<file path="src/rtl/urv_timer_ctrl_pkg.sv">
// -----------------------------------------------------------------------------
// urv_timer_ctrl_pkg
// Shared definitions for the uRV timer compare/interrupt controller:
//   - register word addresses
//   - CTRL / STATUS bit positions
//   - FSM state encoding
//   - wrap-safe "time has reached compare" helper
// -----------------------------------------------------------------------------
package urv_timer_ctrl_pkg;

    // Register word addresses (address 7 is reserved: reads 0, writes ignored)
    localparam logic [2:0] ADDR_CTRL    = 3'd0;
    localparam logic [2:0] ADDR_STATUS  = 3'd1;
    localparam logic [2:0] ADDR_CMP_LO  = 3'd2;
    localparam logic [2:0] ADDR_CMP_HI  = 3'd3;
    localparam logic [2:0] ADDR_PERIOD  = 3'd4;
    localparam logic [2:0] ADDR_TIME_LO = 3'd5;
    localparam logic [2:0] ADDR_TIME_HI = 3'd6;

    // CTRL bit positions
    localparam int CTRL_EN       = 0;
    localparam int CTRL_PERIODIC = 1;
    localparam int CTRL_IRQ_EN   = 2;

    // STATUS bit positions
    localparam int STAT_PENDING  = 0;
    localparam int STAT_OVERRUN  = 1;

    typedef enum logic [1:0] {
        ST_IDLE  = 2'd0,
        ST_ARMED = 2'd1,
        ST_FIRED = 2'd2
    } state_e;

    // Modular "now >= target": the 40-bit difference lies in the lower half of
    // the number circle, i.e. its bit 39 is clear. Stays correct across the
    // 2^40 rollover as long as the two values are less than 2^39 apart.
    function automatic logic time_reached(input logic [39:0] now,
                                          input logic [39:0] target);
        return ((now - target) < 40'h80_0000_0000);
    endfunction

endpackage

</file>
<file path="src/rtl/urv_timer_ctrl_regs.sv">
// -----------------------------------------------------------------------------
// urv_timer_ctrl_regs
// Bus side of the timer controller: address decode, CTRL/PERIOD storage,
// CMP_LO shadow, TIME_HI snapshot and the registered read-data mux.
// Ports:
//   clk, rst_n            clock, asynchronous active-low reset
//   addr, wdata, we, re   CPU register access (single-cycle strobes)
//   time_in               current 40-bit tick count
//   cmp, status           live compare value and STATUS bits (owned by top)
//   rdata                 registered read data, updated only on re
//   periodic, irq_en      CTRL mode bits
//   period                PERIOD reload increment
//   en_set, en_clr        CTRL write with EN=1 / EN=0 (one cycle pulses)
//   commit, commit_val    CMP_HI write and the assembled 40-bit compare value
//   status_clr            write-1-to-clear mask for STATUS
// g_period_width must not exceed the 32-bit data bus.
// -----------------------------------------------------------------------------
module urv_timer_ctrl_regs
    import urv_timer_ctrl_pkg::*;
#(
    parameter int unsigned g_period_width = 32
) (
    input  logic                      clk,
    input  logic                      rst_n,
    input  logic [2:0]                addr,
    input  logic [31:0]               wdata,
    input  logic                      we,
    input  logic                      re,
    input  logic [39:0]               time_in,
    input  logic [39:0]               cmp,
    input  logic [1:0]                status,
    output logic [31:0]               rdata,
    output logic                      periodic,
    output logic                      irq_en,
    output logic [g_period_width-1:0] period,
    output logic                      en_set,
    output logic                      en_clr,
    output logic                      commit,
    output logic [39:0]               commit_val,
    output logic [1:0]                status_clr
);

    logic [2:0]                ctrl_r;
    logic [g_period_width-1:0] period_r;
    logic [31:0]               shadow_r;
    logic [7:0]                snap_r;
    logic [31:0]               rdata_r;
    logic [31:0]               rdata_s;
    logic                      wr_ctrl_s;

    assign wr_ctrl_s  = we && (addr == ADDR_CTRL);
    assign en_set     = wr_ctrl_s && wdata[CTRL_EN];
    assign en_clr     = wr_ctrl_s && !wdata[CTRL_EN];
    assign commit     = we && (addr == ADDR_CMP_HI);
    assign commit_val = {wdata[7:0], shadow_r};
    assign status_clr = (we && (addr == ADDR_STATUS)) ? wdata[1:0] : 2'b00;

    assign periodic   = ctrl_r[CTRL_PERIODIC];
    assign irq_en     = ctrl_r[CTRL_IRQ_EN];
    assign period     = period_r;
    assign rdata      = rdata_r;

    // CPU-writable storage: CTRL, PERIOD, CMP_LO shadow; TIME_HI snapshot on TIME_LO read
    always_ff @(posedge clk or negedge rst_n) begin
        if (!rst_n) begin
            ctrl_r   <= 3'd0;
            period_r <= '0;
            shadow_r <= 32'd0;
            snap_r   <= 8'd0;
        end else begin
            if (wr_ctrl_s) begin
                ctrl_r <= wdata[2:0];
            end
            if (we && (addr == ADDR_PERIOD)) begin
                period_r <= wdata[g_period_width-1:0];
            end
            if (we && (addr == ADDR_CMP_LO)) begin
                shadow_r <= wdata;
            end
            // Latching the upper byte here gives the CPU a coherent 40-bit
            // read even if time_in carries between the two word reads.
            if (re && (addr == ADDR_TIME_LO)) begin
                snap_r <= time_in[39:32];
            end
        end
    end

    // Read-data mux
    always_comb begin
        rdata_s = 32'd0;
        case (addr)
            ADDR_CTRL:    rdata_s = {29'd0, ctrl_r};
            ADDR_STATUS:  rdata_s = {30'd0, status};
            ADDR_CMP_LO:  rdata_s = cmp[31:0];
            ADDR_CMP_HI:  rdata_s = {24'd0, cmp[39:32]};
            ADDR_PERIOD:  rdata_s = 32'(period_r);
            ADDR_TIME_LO: rdata_s = time_in[31:0];
            ADDR_TIME_HI: rdata_s = {24'd0, snap_r};
            default:      rdata_s = 32'd0;
        endcase
    end

    // Read data register: captured on re, held until the next read
    always_ff @(posedge clk or negedge rst_n) begin
        if (!rst_n) begin
            rdata_r <= 32'd0;
        end else if (re) begin
            rdata_r <= rdata_s;
        end
    end

endmodule

</file>
<file path="src/rtl/urv_timer_ctrl.sv">
// -----------------------------------------------------------------------------
// urv_timer_ctrl
// Compare/interrupt controller for the uRV system timer. Holds a 40-bit
// compare value and raises a level interrupt when the tick count reaches it,
// in one-shot or auto-reload (periodic) mode.
// Ports:
//   clk_i    system clock
//   rst_i    asynchronous active-low reset
//   time_i   40-bit tick count from the timer
//   tick_i   prescaler tick (compare runs every cycle, so it is not needed)
//   addr_i   register word address
//   data_i   write data
//   we_i     write strobe
//   re_i     read strobe
//   data_o   registered read data, valid the cycle after re_i
//   irq_o    timer interrupt (PENDING & IRQ_EN)
// -----------------------------------------------------------------------------
module urv_timer_ctrl
    import urv_timer_ctrl_pkg::*;
#(
    parameter int unsigned g_period_width = 32
) (
    input  logic        clk_i,
    input  logic        rst_i,
    input  logic [39:0] time_i,
    input  logic        tick_i,
    input  logic [2:0]  addr_i,
    input  logic [31:0] data_i,
    input  logic        we_i,
    input  logic        re_i,
    output logic [31:0] data_o,
    output logic        irq_o
);

    state_e                    state_r;
    state_e                    state_n;
    logic [39:0]               cmp_r;
    logic [39:0]               cmp_n;
    logic                      pending_r;
    logic                      pending_n;
    logic                      overrun_r;
    logic                      overrun_n;

    logic                      periodic_s;
    logic                      irq_en_s;
    logic [g_period_width-1:0] period_s;
    logic                      en_set_s;
    logic                      en_clr_s;
    logic                      commit_s;
    logic [39:0]               commit_val_s;
    logic [1:0]                status_clr_s;
    logic                      match_s;
    logic                      fire_s;
    logic                      reload_s;
    logic                      tick_unused_s;

    // Comparison is done every cycle, so the prescaler tick carries no information here.
    assign tick_unused_s = tick_i;

    urv_timer_ctrl_regs #(
        .g_period_width (g_period_width)
    ) u_regs (
        .clk        (clk_i),
        .rst_n      (rst_i),
        .addr       (addr_i),
        .wdata      (data_i),
        .we         (we_i),
        .re         (re_i),
        .time_in    (time_i),
        .cmp        (cmp_r),
        .status     ({overrun_r, pending_r}),
        .rdata      (data_o),
        .periodic   (periodic_s),
        .irq_en     (irq_en_s),
        .period     (period_s),
        .en_set     (en_set_s),
        .en_clr     (en_clr_s),
        .commit     (commit_s),
        .commit_val (commit_val_s),
        .status_clr (status_clr_s)
    );

    assign match_s  = time_reached(time_i, cmp_r);
    assign fire_s   = (state_r == ST_ARMED) && match_s;
    assign reload_s = fire_s && periodic_s;

    // A CPU commit always beats the periodic reload; the match itself was
    // already decided against the old cmp this cycle.
    assign cmp_n = commit_s ? commit_val_s :
                   reload_s ? (cmp_r + 40'(period_s)) : cmp_r;

    // New match beats W1C. OVERRUN only when the previous event is still
    // unacknowledged, so a clear racing the match counts as acknowledged.
    assign pending_n = fire_s | (pending_r & ~status_clr_s[STAT_PENDING]);
    assign overrun_n = (fire_s & pending_r & ~status_clr_s[STAT_PENDING]) |
                       (overrun_r & ~status_clr_s[STAT_OVERRUN]);

    assign irq_o = pending_r & irq_en_s;

    // Next-state logic of the compare FSM
    always_comb begin
        state_n = state_r;
        if (en_clr_s) begin
            state_n = ST_IDLE;
        end else begin
            case (state_r)
                ST_IDLE: begin
                    if (en_set_s) state_n = ST_ARMED;
                    else          state_n = ST_IDLE;
                end
                ST_ARMED: begin
                    if (fire_s && !periodic_s) state_n = ST_FIRED;
                    else                       state_n = ST_ARMED;
                end
                ST_FIRED: begin
                    if (commit_s) state_n = ST_ARMED;
                    else          state_n = ST_FIRED;
                end
                default: state_n = ST_IDLE;
            endcase
        end
    end

    // State, compare value and STATUS registers
    always_ff @(posedge clk_i or negedge rst_i) begin
        if (!rst_i) begin
            state_r   <= ST_IDLE;
            cmp_r     <= 40'd0;
            pending_r <= 1'b0;
            overrun_r <= 1'b0;
        end else begin
            state_r   <= state_n;
            cmp_r     <= cmp_n;
            pending_r <= pending_n;
            overrun_r <= overrun_n;
        end
    end

endmodule

</file>
<file path="config.mk">
export PLATFORM = sky130hd
export DESIGN_NAME = urv_timer_ctrl
export DESIGN_NICKNAME = d
export VERILOG_FILES = /design/src/rtl/urv_timer_ctrl_pkg.sv /design/src/rtl/urv_timer_ctrl_regs.sv /design/src/rtl/urv_timer_ctrl.sv
export SDC_FILE = /design/constraint.sdc
export NUM_CORES = 1
export LEC_CHECK = 0
export ABC_AREA = 1
export BUFFER_PORTS_ARGS = -buffer_cell sky130_fd_sc_hd__buf_4
export CAP_MARGIN = 25
export CORE_MARGIN = 5
export CORE_UTILIZATION = 55
export CTS_BUF_LIST = sky130_fd_sc_hd__clkbuf_2
export CTS_CLUSTER_SIZE = 28
export DETAILED_ROUTE_END_ITERATION = 10
export PLACE_DENSITY = 0.75
export SLEW_MARGIN = 15
export SYNTH_ARGS = -nofsm -noshare
export SYNTH_HDL_FRONTEND = slang
export SYNTH_HIERARCHICAL = 1
export SYNTH_SLANG_ARGS = --single-unit
</file>
<file path="constraint.sdc">
create_clock -name clk_i -period 2.8 [get_ports clk_i]
set_clock_uncertainty 0.05 [all_clocks]
set_input_delay 0.14 -clock clk_i [delete_from_list [all_inputs] [get_ports clk_i]]
set_output_delay 0.14 -clock clk_i [all_outputs]
set_load 0.005 [all_outputs]
</file>
Word level (Yosys, flattened, before mapping) --
Cells that the tools add are included.
Word-level totals: logic and storage cells 54, register bits after elaboration 151, input bits 80, output and inout bits 33
Operators by class: multiplexer cells 9, equality and inequality tests 8, bitwise logic cells 9, $lt $le $gt $ge 1, reduce and logical (&&, ||, !) cells 16, $add $sub $neg 2
Operators with widths (count):
- $pmux W32 S7 | 1
- $mux W40 | 2
- $add A40 B32 Y40 | 1
- $lt A40 B40 Y1 const B | 1
- $sub A40 B40 Y40 | 1
- $logic_and A1 B1 Y1 | 11
- $eq A3 B3 Y1 const B | 3
- $mux W2 | 4
- $eq A3 B2 Y1 const B | 2
- $pmux W2 S3 | 1
- $and A1 B1 Y1 | 5
- $eq A3 B1 Y1 const B | 1
- $logic_not A3 Y1 | 1
- $eq A2 B1 Y1 const B | 1
- $eq A2 B2 Y1 const B | 1
- $logic_not A1 Y1 | 2
- $logic_not A2 Y1 | 1
- $not A1 Y1 | 2
- $or A1 B1 Y1 | 2
- $reduce_bool A2 Y1 | 1
- $mux W1 | 1

Logic depth before layout (Yosys ltp) --
Gate-level depths: netlist of run 1.
word-level depth 7, gate-level depth with buffers 18, mapped depth without buffers 18

By module --
The synthesis of run 1 kept the hierarchy.
By module, submodules not included:
- urv_timer_ctrl | instances 1, seq. area each 1101.1 sq um, area each 5750.5 sq um, cells an instance 974
- urv_timer_ctrl_regs | instances 1, seq. area each 2677.6 sq um, area each 5016.1 sq um, cells an instance 630

Least setup slack after synthesis of run 1 --
OpenSTA, ideal clock, no wires.
path type register to register, from register cmp_r[0], to register cmp_r[36], setup time 117 ps, data arrival time 1960 ps, slack 673 ps, cell stages (with the launch flop) 18, cells stage by stage dfrtp_1 ha_1 inv_1 fa_1 inv_1 nand3_1 nand3_1 nand2_1 nand2_1 nand2_1 nand2_1 nand2_1 nand2_1 nand3_1 nand3_1 nand2_1 nand2_1 nand2_1
Between the ends: word-level cells in the longest chain between the ends 5, elaborated cells on any way between the ends 8
Ends and longest elaborated chain:
- start: declaration | line urv_timer_ctrl.sv:37 | logic [39:0] cmp_r;
- start signal: assignment | line urv_timer_ctrl.sv:133 | cmp_r <= cmp_n;
- $sub A40 B40 Y40 | line urv_timer_ctrl_pkg.sv:40 | return ((now - target) < 40'h80_0000_0000);
- $lt A40 B40 Y1 | line urv_timer_ctrl_pkg.sv:40
- $logic_and A1 B1 Y1 | line urv_timer_ctrl.sv:84 | assign fire_s = (state_r == ST_ARMED) && match_s;
- $logic_and A1 B1 Y1 | line urv_timer_ctrl.sv:85 | assign reload_s = fire_s && periodic_s;
- $reduce_bool A2 Y1 (no source line)
Several ways; a longest one is shown, not always the timed one. The select of a mux whose other input is x is not followed. A chain may end at the register's enable or synchronous reset.

Final worst setup path of run 1 --
from input port addr_i[1], to register u_regs.rdata_r[2] (netlist: u_regs/rdata[2])
Between the ends: word-level cells in the longest chain between the ends 2, elaborated cells on any way between the ends 8
Ends and longest elaborated chain:
- start: declaration | line urv_timer_ctrl.sv:27 | input logic [2:0] addr_i,
- $eq A3 B3 Y1 (tied with other cells) | line urv_timer_ctrl_regs.sv:91 | case (addr)
- $pmux W32 S7 * | line urv_timer_ctrl_regs.sv:91
- end signal: assignment | line urv_timer_ctrl_regs.sv:108 | rdata_r <= rdata_s;
- end: declaration | line urv_timer_ctrl_regs.sv:47 | logic [31:0] rdata_r;
Mark *: on every way between the ends. The rest lies on a longest branch, timed or not.

==> run metrics, run 1 <==
status finished, final reports clean; total negative setup slack 0 ns; Tmin final 2.78 ns; initial antenna violation count 1; final hold slack 0.0710 ns; CTS clk-pin slew, worst paths 0.25 ns; Clock Path Buffers 2; pre-CTS setup slack 0.164 ns; die width 150 um; Layout area overhead 24.4%; CP arrival 3.42 ns; global route total overflow 0; Mapped Nets 1755; clock sinks 151; vias per cell 5.43; top-area cell type share of the netlist area 35.1%; pin count of the biggest net entering global routing 67; commonest register cell after synthesis dfrtp_1; worst-margin pin slew 0.950 ns; sequential cell area fraction in the yosys report 35.1%; beginning of the critical path addr_i[1]; chip height 150 um; area leader, netlist dfrtp_1; Min-Delay Path Class in -> reg; dominant cells by area after synthesis dfrtp_1 35%, nand2_1 22%, ha_1 8.1%; Mapped Area 0.0108 sq mm; Achievable Freq 360 MHz; Yosys cell types 40; Critical Path End Type flip-flop; crit-path cells dlygate4sd3_1 > buf_4 > inv_1 > nand4_1 > dlygate4sd3_1 > nand2_1 > dlygate4sd3_1 > nor2_1 > dlygate4sd3_1 > nand2_1 > nand2_1 > nand2_1; Tot GR Track Use 31.2%; # IOs 113; commonest cells in the synthesized netlist 638 x nand2_1, 165 x nand3_1, 164 x inv_1; Worst Setup Start Kind input port; CP Class in -> reg; htree depth 4; vias in the first global route 11.2k; fin crit share 99.3%; Seq cells post-synth 151; CTS buffer count 17; setup ws final 0.0189 ns; Reg2Reg Launch Point cmp_r[11]$_DFFE_PN0P_; placed instance area 0.0117 sq mm; Syn. warnings 6; most frequent cell after synthesis nand2_1; Initial DRT Pass Iterations 5; pwr dens 694 mW/mm^2; TritonCTS clock tree yes; DRC viols 0; Total Routed Length 34300 um; nets@finish 1975; Gate Count Post-Synth 1604; Max rail drop VDD 360 uV; Pleak 0.00708 uW; number of synthesized flops with an enable pin 0; Clk Latency, worst-skew pair 0.80 ns; first-pass GRT wire length 55800 um; critical path fanouts, max 20; die area 0.0225 sq mm; fin area 0.0134 sq mm; Worst EP required 3.44 ns; IO Port Bufs 111; num rows 51; Hold Path Origin data_i[12]; Final Max Slew Viols 0; final core utilization 69.0%; Setup Viol. Count Final 0; Placer Congestion 0.936; Starting Density 55.5%; layout cells sized above 1 10.2%; final hold vios 0; clock root cell clkbuf_2; DR iter-0 viols 926; Final ANT Viol Nets 0; vias 11.4k; post-detail-place hpwl 23300 um; core box area 0.0194 sq mm; Crit path largest cell delay 0.59 ns; CP max-delay cell dlygate4sd3_1; fraction of registers with async set/reset 100%; max_slew headroom 36.7%; syn avg cell area 6.71 sq um; max-cap viol count 0; Routed WL per cell 16.3 um
[metal layers]
layer | GRT usage (%) | up-vias | wire (um)
met5 | 0 | - | 0
met4 | 11.3 | 0 | 1100
met3 | 4.69 | 86 | 2110
met2 | 52.0 | 385 | 16300
met1 | 41.3 | 5344 | 14800
li1 | - | 5596 | -
[per-stage QoR]
step	instances	total power (uW)
global placement	1934	7540
floorplan	1604	6280
global route	2103	10100
detailed placement	1934	7660
CTS	2099	9230
finish	2103	9300
[worst max-delay path: cells and delay by family]
kind,cells,cell delay (ns)
buffers and inverters,6,2.76
AND/OR/NAND/NOR,6,0.53
[flip-flops by register name, indices dropped and copies added (netlist names)]
register,count
pending_r,1
u_regs/snap_r,8
u_regs/ctrl_r,3
state_r,2
overrun_r,1
u_regs/shadow_r,32
cmp_r,40
u_regs/rdata,32
u_regs/period,32
[area by class of cell]
cell class                      instances  area [sq um]
Timing Repair Buffer                  267          2380
Fill cell                            1651          6000
Clock buffer                           18          90.1
Inverter                              167           627
Antenna cell                            2          5.00
Multi-Input combinational cell       1220          6010
Tap cell                              265           332
Clock inverter                         13           174
Sequential cell                       151          3780
[final timing paths]
| check | endpoint | cells past startpoint | slack (ns) |
|---|---|---|---|
| min in group asynchronous | u_regs/period[3]$_DFFE_PN0P_ | 4 | 0.35 |
| hold reg to reg | u_regs/rdata[0]$_DFFE_PN0P_ | 2 | 0.47 |
| hold / removal | u_regs/shadow_r[12]$_DFFE_PN0P_ | 4 | 0.07 |
| max in group asynchronous | cmp_r[22]$_DFFE_PN0P_ | 4 | 1.72 |
| setup / recovery | u_regs/rdata[2]$_DFFE_PN0P_ | 12 | 0.02 |
| setup reg to reg | cmp_r[14]$_DFFE_PN0P_ | 13 | 0.15 |
[logic make-up after synthesis]
kind of cell | Yosys count | share of synthesized area, %
adders and majority gates | 71 | 8.32
and+or+nand+nor | 954 | 37.2
xor gates and xnor gates | 15 | 1.22
AOI/OAI and AO/OA | 180 | 8.74
buffers and inverters | 233 | 9.46
DFF | 151 | 35.1
[cells in the final DEF (no fill, tap or decap), drive strengths merged, types with 5 or more instances in the layout]
cell         count
buf            134
o21ai          110
dfrtp          151
ha              70
a21oi           54
clkinv           6
nand2          642
nand3b           5
inv            169
nand3          165
nor2            90
dlygate4sd3    133
nand4           32
clkbuf          18
nor3            11
xnor2           11
[power breakdown]
group	total, uW	internal [uW]	switching [uW]
clock	1390	511	875
sequential	3240	2710	535
combinational	4670	1870	2810
total	9300	5090	4220
[repair_timing]
item / CTS / global route
hold endpoints to repair: 270 / 0
resized for setup: 0 / 8
setup buffers: 0 / 2
setup endpoints to repair: 0 / 42
hold buffers: 134 / 0
Power figures use the tool's default switching activity.
==> run 2: changes to the inputs <==
Settings changed: GPL_ROUTABILITY_DRIVEN set to 0, PLACE_DENSITY 0.75 to 0.78.
Clock period 2.8 ns to 2.5 ns, I/O delays scaled along.
==> run metrics, run 2 (synthesis results as in run 1) <==
initial antenna violation count 1 (unchanged); DRC viols 0 (unchanged); Final Max Slew Viols 0 (unchanged); vias in the first global route 11.3k (was 11.2k); die width 150 um (unchanged); Reg2Reg Launch Point cmp_r[16]$_DFFE_PN0P_ (was cmp_r[11]$_DFFE_PN0P_); fin area 0.0138 sq mm (was 0.0134 sq mm); failing checks negative setup slack; vias 11.9k (was 11.4k); fin crit share 101%; Max rail drop VDD 414 uV (was 360 uV); Worst R2R Path Depth 13 (unchanged); Final ANT Viol Nets 0 (unchanged); Achievable Freq 398 MHz; die area 0.0225 sq mm (unchanged); Worst EP required 3.16 ns (was 3.44 ns); Initial DRT Pass Iterations 8 (was 5); pin count of the biggest net entering global routing 65 (was 67); global route total overflow 0 (unchanged); Critical Path End Type flip-flop (unchanged); CP arrival 3.17 ns (was 3.42 ns); TritonCTS clock tree yes (unchanged); Final Non-Filler Cells 2138 (was 2103); most frequent cells in the layout 620 x nand2_1, 161 x buf_4, 160 x inv_1, 160 x nand3_1, 151 x dfrtp_1 (was 637 x nand2_1, 164 x inv_1, 163 x nand3_1); # IOs 113 (unchanged); most common cell after layout, fill and taps aside nand2_1 (unchanged); Tot GR Track Use 30.1% (was 31.2%); critical path fanouts, max 9 (was 20); Layout area overhead 28.6% (was 24.4%); Clk Latency, worst-skew pair 0.76 ns (was 0.80 ns); Hold Path Origin data_i[12] (unchanged); max-cap viol count 0 (unchanged); Pleak 0.00729 uW (was 0.00708 uW); pwr dens 770 mW/mm^2 (was 694 mW/mm^2); placed instance area 0.0119 sq mm (was 0.0117 sq mm); first-pass GRT wire length 54500 um (was 55800 um); pre-CTS setup slack 0.0864 ns (was 0.164 ns); RSZ-0062 raised after global routing true; Min-Delay Path Class in -> reg (unchanged); R2R Setup Slk -0.01 ns (was 0.15 ns); final hold vios 0 (unchanged); Reg with most FFs cmp_r (unchanged); Clock Path Buffers 2 (unchanged); CTS buffer count 17 (unchanged); worst-margin pin slew 0.724 ns (was 0.950 ns); Layout fillers 1600 (was 1651); DR iter-0 viols 1175 (was 926); vias per cell 5.56 (was 5.43); nets@finish 2009 (was 1975); clock root cell clkbuf_2 (unchanged); max_slew headroom 51.7% (was 36.7%); Worst Setup Start Kind flip-flop (was input port); Inst Count DP 1956 (was 1934); R2R Path End cmp_r[24]$_DFFE_PN0P_ (was cmp_r[14]$_DFFE_PN0P_); Largest register FFs 40 (unchanged); Starting Density 55.5% (unchanged); layout cells sized above 1 14.5% (was 10.2%); num rows 51 (unchanged); setup ws final -0.0143 ns (was 0.0189 ns); post-detail-place hpwl 22700 um (was 23300 um); IO Port Bufs 111 (unchanged); core box area 0.0194 sq mm (unchanged); CTS clk-pin slew, worst paths 0.24 ns (was 0.25 ns); Worst Hold Depth 4 (unchanged); hold path endpoint u_regs/period[12]$_DFFE_PN0P_ (was u_regs/shadow_r[12]$_DFFE_PN0P_); Total Routed Length 34700 um (was 34300 um); Setup Viol. Count Final 6 (was 0); htree depth 4 (unchanged); total power 10700 uW (was 9300 uW); clock sinks 151 (unchanged); status finished, violations left (was finished, final reports clean); chip height 150 um (unchanged); CP Class reg -> reg (was in -> reg); Routed WL per cell 16.2 um (was 16.3 um); Tmin final 2.51 ns
## run 2: changes by cell type in the layout (fill, tap and decap cells not counted), moves of 6 or more
cell / change
nor2_1: -7
nor2_2: +7
ha_4: +6
buf_4: +31
nand2_2: +16
ha_1: -6
nand2_1: -17
clkinv_2: +6
## run 2: worst max-delay path, stage by stage, from the launching register on
cell and delay (ns):
dfrtp_1 0.49, inv_2 0.07, ha_4 0.28, nand2_4 0.05, nor2_4 0.10, nand4_1 0.20, nor2_2 0.26, nand3_2 0.12
nand4_2 0.14, nand4_4 0.18, nand2_8 0.21, clkbuf_16 0.17, nand2_1 0.05, nand2_1 0.06
## run 2: per-layer routing
metal  GRT usage, %  vias to the layer above  routed length, um
li1               -                     5663                  -
met1           39.3                     5549              14100
met4           11.7                        0               1120
met5              0                        -                  0
met2           50.1                      587              16600
met3           5.00                       86               2820
## run 2: power by group
group	internal, uW	total, uW	switching [uW]
Sequential	3030	3550	518
Combinational	2470	5900	3430
Clock	258	1220	958
## run 2: repair_timing
item                       4_1_cts  5_1_grt
hold buffers                   129        0
setup buffers                    0       15
hold endpoints to repair       270        0
setup endpoints to repair        0       40
gates resized for setup          0       56
## run 2: worst max-delay path by stage
stage / start / end / slack [ns] / cells after the start
finish: cmp_r[16]$_DFFE_PN0P_ / cmp_r[24]$_DFFE_PN0P_ / -0.01 / 13
global route: cmp_r[16]$_DFFE_PN0P_ / cmp_r[35]$_DFFE_PN0P_ / -0.12 / 13
CTS: u_regs/period[0]$_DFFE_PN0P_ / cmp_r[30]$_DFFE_PN0P_ / 0.04 / 17
detailed placement: u_regs/period[0]$_DFFE_PN0P_ / cmp_r[22]$_DFFE_PN0P_ / 0.09 / 17
global placement: u_regs/period[0]$_DFFE_PN0P_ / cmp_r[30]$_DFFE_PN0P_ / 0.11 / 17
floorplan: cmp_r[0]$_DFFE_PN0P_ / cmp_r[36]$_DFFE_PN0P_ / 0.37 / 17
## run 2: metrics by stage
step | hold WS [ns] | util, % | setup TNS (ns)
after floorplan | -0.221 | - | 0
after global placement | 0.0904 | 61.6 | 0
after detailed placement | 0.0970 | 61.6 | 0
after CTS | 0.0592 | 69.2 | 0
after global routing | 0.0432 | 71.4 | -3.77
final | 0.0987 | 71.4 | -0.0316
## run 2: final cells by class
type	count	area [sq um]	share of cell area, %
multi-input cells	1220	6190	44.7
flip-flops and latches	151	3780	27.3
repair buffers	301	2740	19.8
inverters	167	627	4.53
well taps	265	332	2.39
clock buffers	19	95.1	0.687
clock inverters	13	82.6	0.596
diodes	2	5.00	0.0362
==> run 3: changes to the inputs <==
==> constraint.sdc (replaced) <==
create_clock -name clk_i -period 2.5 [get_ports clk_i]
set_clock_uncertainty 0.05 [all_clocks]
set_input_delay 0.5 -clock clk_i [delete_from_list [all_inputs] [get_ports clk_i]]
set_output_delay 0.5 -clock clk_i [all_outputs]
set_load 0.005 [all_outputs]
==> run metrics, run 3 (synthesis results as in run 1) <==
placed instance area 0.0120 sq mm (was 0.0119 sq mm); pre-CTS setup slack -0.141 ns (was 0.0864 ns); CP arrival 3.15 ns (was 3.17 ns); max_slew headroom 51.9% (was 51.7%); die area 0.0225 sq mm (unchanged); Tot GR Track Use 29.2% (was 30.1%); CP Class reg -> reg (unchanged); vias per cell 5.48 (was 5.56); worst-margin pin slew 0.721 ns (was 0.724 ns); Worst Setup Start Kind flip-flop (unchanged); Starting Density 55.5% (unchanged); Initial DRT Pass Iterations 6 (was 8); final core utilization 69.1% (was 71.4%); vias 11.4k (was 11.9k); critical path fanouts, max 20 (was 9); most frequent cells in the layout 624 x nand2_1, 163 x buf_4, 160 x nand3_1 (was 620 x nand2_1, 161 x buf_4, 160 x inv_1, 160 x nand3_1, 151 x dfrtp_1); area of the multi-input gates 0.00614 sq mm (was 0.00619 sq mm); final hold vios 0 (unchanged); IO Port Bufs 111 (unchanged); final hold slack 0.0368 ns (was 0.0987 ns); Setup Viol. Count Final 0 (was 6); Clk Latency, worst-skew pair 0.78 ns (was 0.76 ns); fin area 0.0134 sq mm (was 0.0138 sq mm); layout cells sized above 1 14.8% (was 14.5%); setup ws final 0.0101 ns (was -0.0143 ns); Layout area overhead 24.4% (was 28.6%); register area 0.00378 sq mm (about the same); Tmin final 2.49 ns (was 2.51 ns); Final ANT Viol Nets 0 (unchanged); fin crit share 99.6% (was 101%); core box area 0.0194 sq mm (unchanged); pwr dens 818 mW/mm^2 (was 770 mW/mm^2); clock sinks 151 (unchanged); Clock Path Buffers 2 (unchanged); Total Routed Length 33000 um (was 34700 um); Min-Delay Path Class in -> reg (unchanged); global route total overflow 0 (unchanged); clock root cell clkbuf_2 (unchanged); chip height 150 um (unchanged); CTS buffer count 17 (unchanged); Reg with most FFs cmp_r (unchanged); die width 150 um (unchanged); DR iter-0 viols 1032 (was 1175); most common cell after layout, fill and taps aside nand2_1 (unchanged); Largest register FFs 40 (unchanged); Critical Path End Type flip-flop (unchanged); htree depth 4 (unchanged); Final Max Slew Viols 0 (unchanged); first-pass GRT wire length 52800 um (was 54500 um); nets@finish 1959 (was 2009); initial antenna violation count 1 (unchanged); # IOs 113 (unchanged); max-cap viol count 0 (unchanged); CTS clk-pin slew, worst paths 0.24 ns (about the same); TritonCTS clock tree yes (unchanged); Worst EP required 3.16 ns (about the same); Routed WL per cell 15.8 um (was 16.2 um); pin count of the biggest net entering global routing 65 (unchanged); Max rail drop VDD 377 uV (was 414 uV); RSZ-0062 raised after global routing true (unchanged); Layout fillers 1651 (was 1600); DRC viols 0 (unchanged); vias in the first global route 11.0k (was 11.3k); Pleak 0.00719 uW (was 0.00729 uW); Achievable Freq 402 MHz (was 398 MHz); num rows 51 (unchanged); post-detail-place hpwl 23500 um (was 22700 um); status finished, final reports clean (was finished, violations left)
==> run 3: final timing paths <==
check / endpoint / depth (start not counted) / slack (ns) / start
min in group asynchronous: u_regs/snap_r[4]$_DFFE_PN0P_ / 2 / 0.12 / rst_i
max reg2reg: cmp_r[28]$_DFFE_PN0P_ / 16 / 0.01 / cmp_r[24]$_DFFE_PN0P_
min: u_regs/rdata[6]$_DFFE_PN0P_ / 5 / 0.04 / time_i[6]
max in group asynchronous: cmp_r[34]$_DFFE_PN0P_ / 3 / 1.57 / rst_i
min reg2reg: u_regs/rdata[31]$_DFFE_PN0P_ / 2 / 0.46 / u_regs/rdata[31]$_DFFE_PN0P_
max: cmp_r[28]$_DFFE_PN0P_ / 16 / 0.01 / cmp_r[24]$_DFFE_PN0P_
==> run 3: cell type report <==
type                            instances  share of cell area [%]
Antenna cell                            1                  0.0187
Tap cell                              265                    2.48
Sequential cell                       151                    28.2
Multi-Input combinational cell       1220                    45.9
Clock buffer                           18                   0.673
Inverter                              167                    4.68
Timing Repair Buffer                  251                    16.6
Clock inverter                         14                    1.47
==> run 3: routing by layer <==
layer,part of all wire [%],global-route usage (%),vias to the layer above,wire length (um)
li1,-,-,5554,-
met1,41,37.6,5299,13600
met2,48,49.7,502,15800
met3,7.6,4.42,86,2510
met4,3.2,11.0,0,1050
met5,0,0,-,0
==> run 3: report_power, final <==
part | switching (uW) | total, uW | internal [uW] | leakage [uW]
clock | 987 | 1660 | 673 | 0.000163
combinational | 3340 | 5720 | 2370 | 0.00510
sequential | 546 | 3580 | 3030 | 0.00193
==> run 3: timing repair <==
item,4_1_cts,5_1_grt
cloned,0,2
resized for setup,1,50
setup endpoints to repair,19,40
setup buffers,1,12
hold buffers,76,0
pin swaps,0,14
endpoints found under the hold margin,244,0
==> run 3: through the flow <==
stage                     cells  total power [uW]  setup TNS (ns)
after detailed placement   1963              8750           -4.68
after global routing       2087             11800           -2.36
after CTS                  2072             10500               0
after global placement     1963              8580           -2.98
final                      2087             11000               0
after floorplan            1604              7040               0
==> run 3: worst max-delay path, cell delays in order, from the launching register on <==
cell and delay, ns:
dfrtp_1 0.45, inv_1 0.06, ha_1 0.31, nand2_1 0.08, nand2_1 0.06, nand2_1 0.07, nand2_1 0.06, nand2_1 0.09
nand2_1 0.09, a21oi_1 0.25, nand3_2 0.12, nand2_2 0.10, nand4_4 0.18, nand2_8 0.16, buf_12 0.16, nand2_1 0.07
nand2_1 0.06
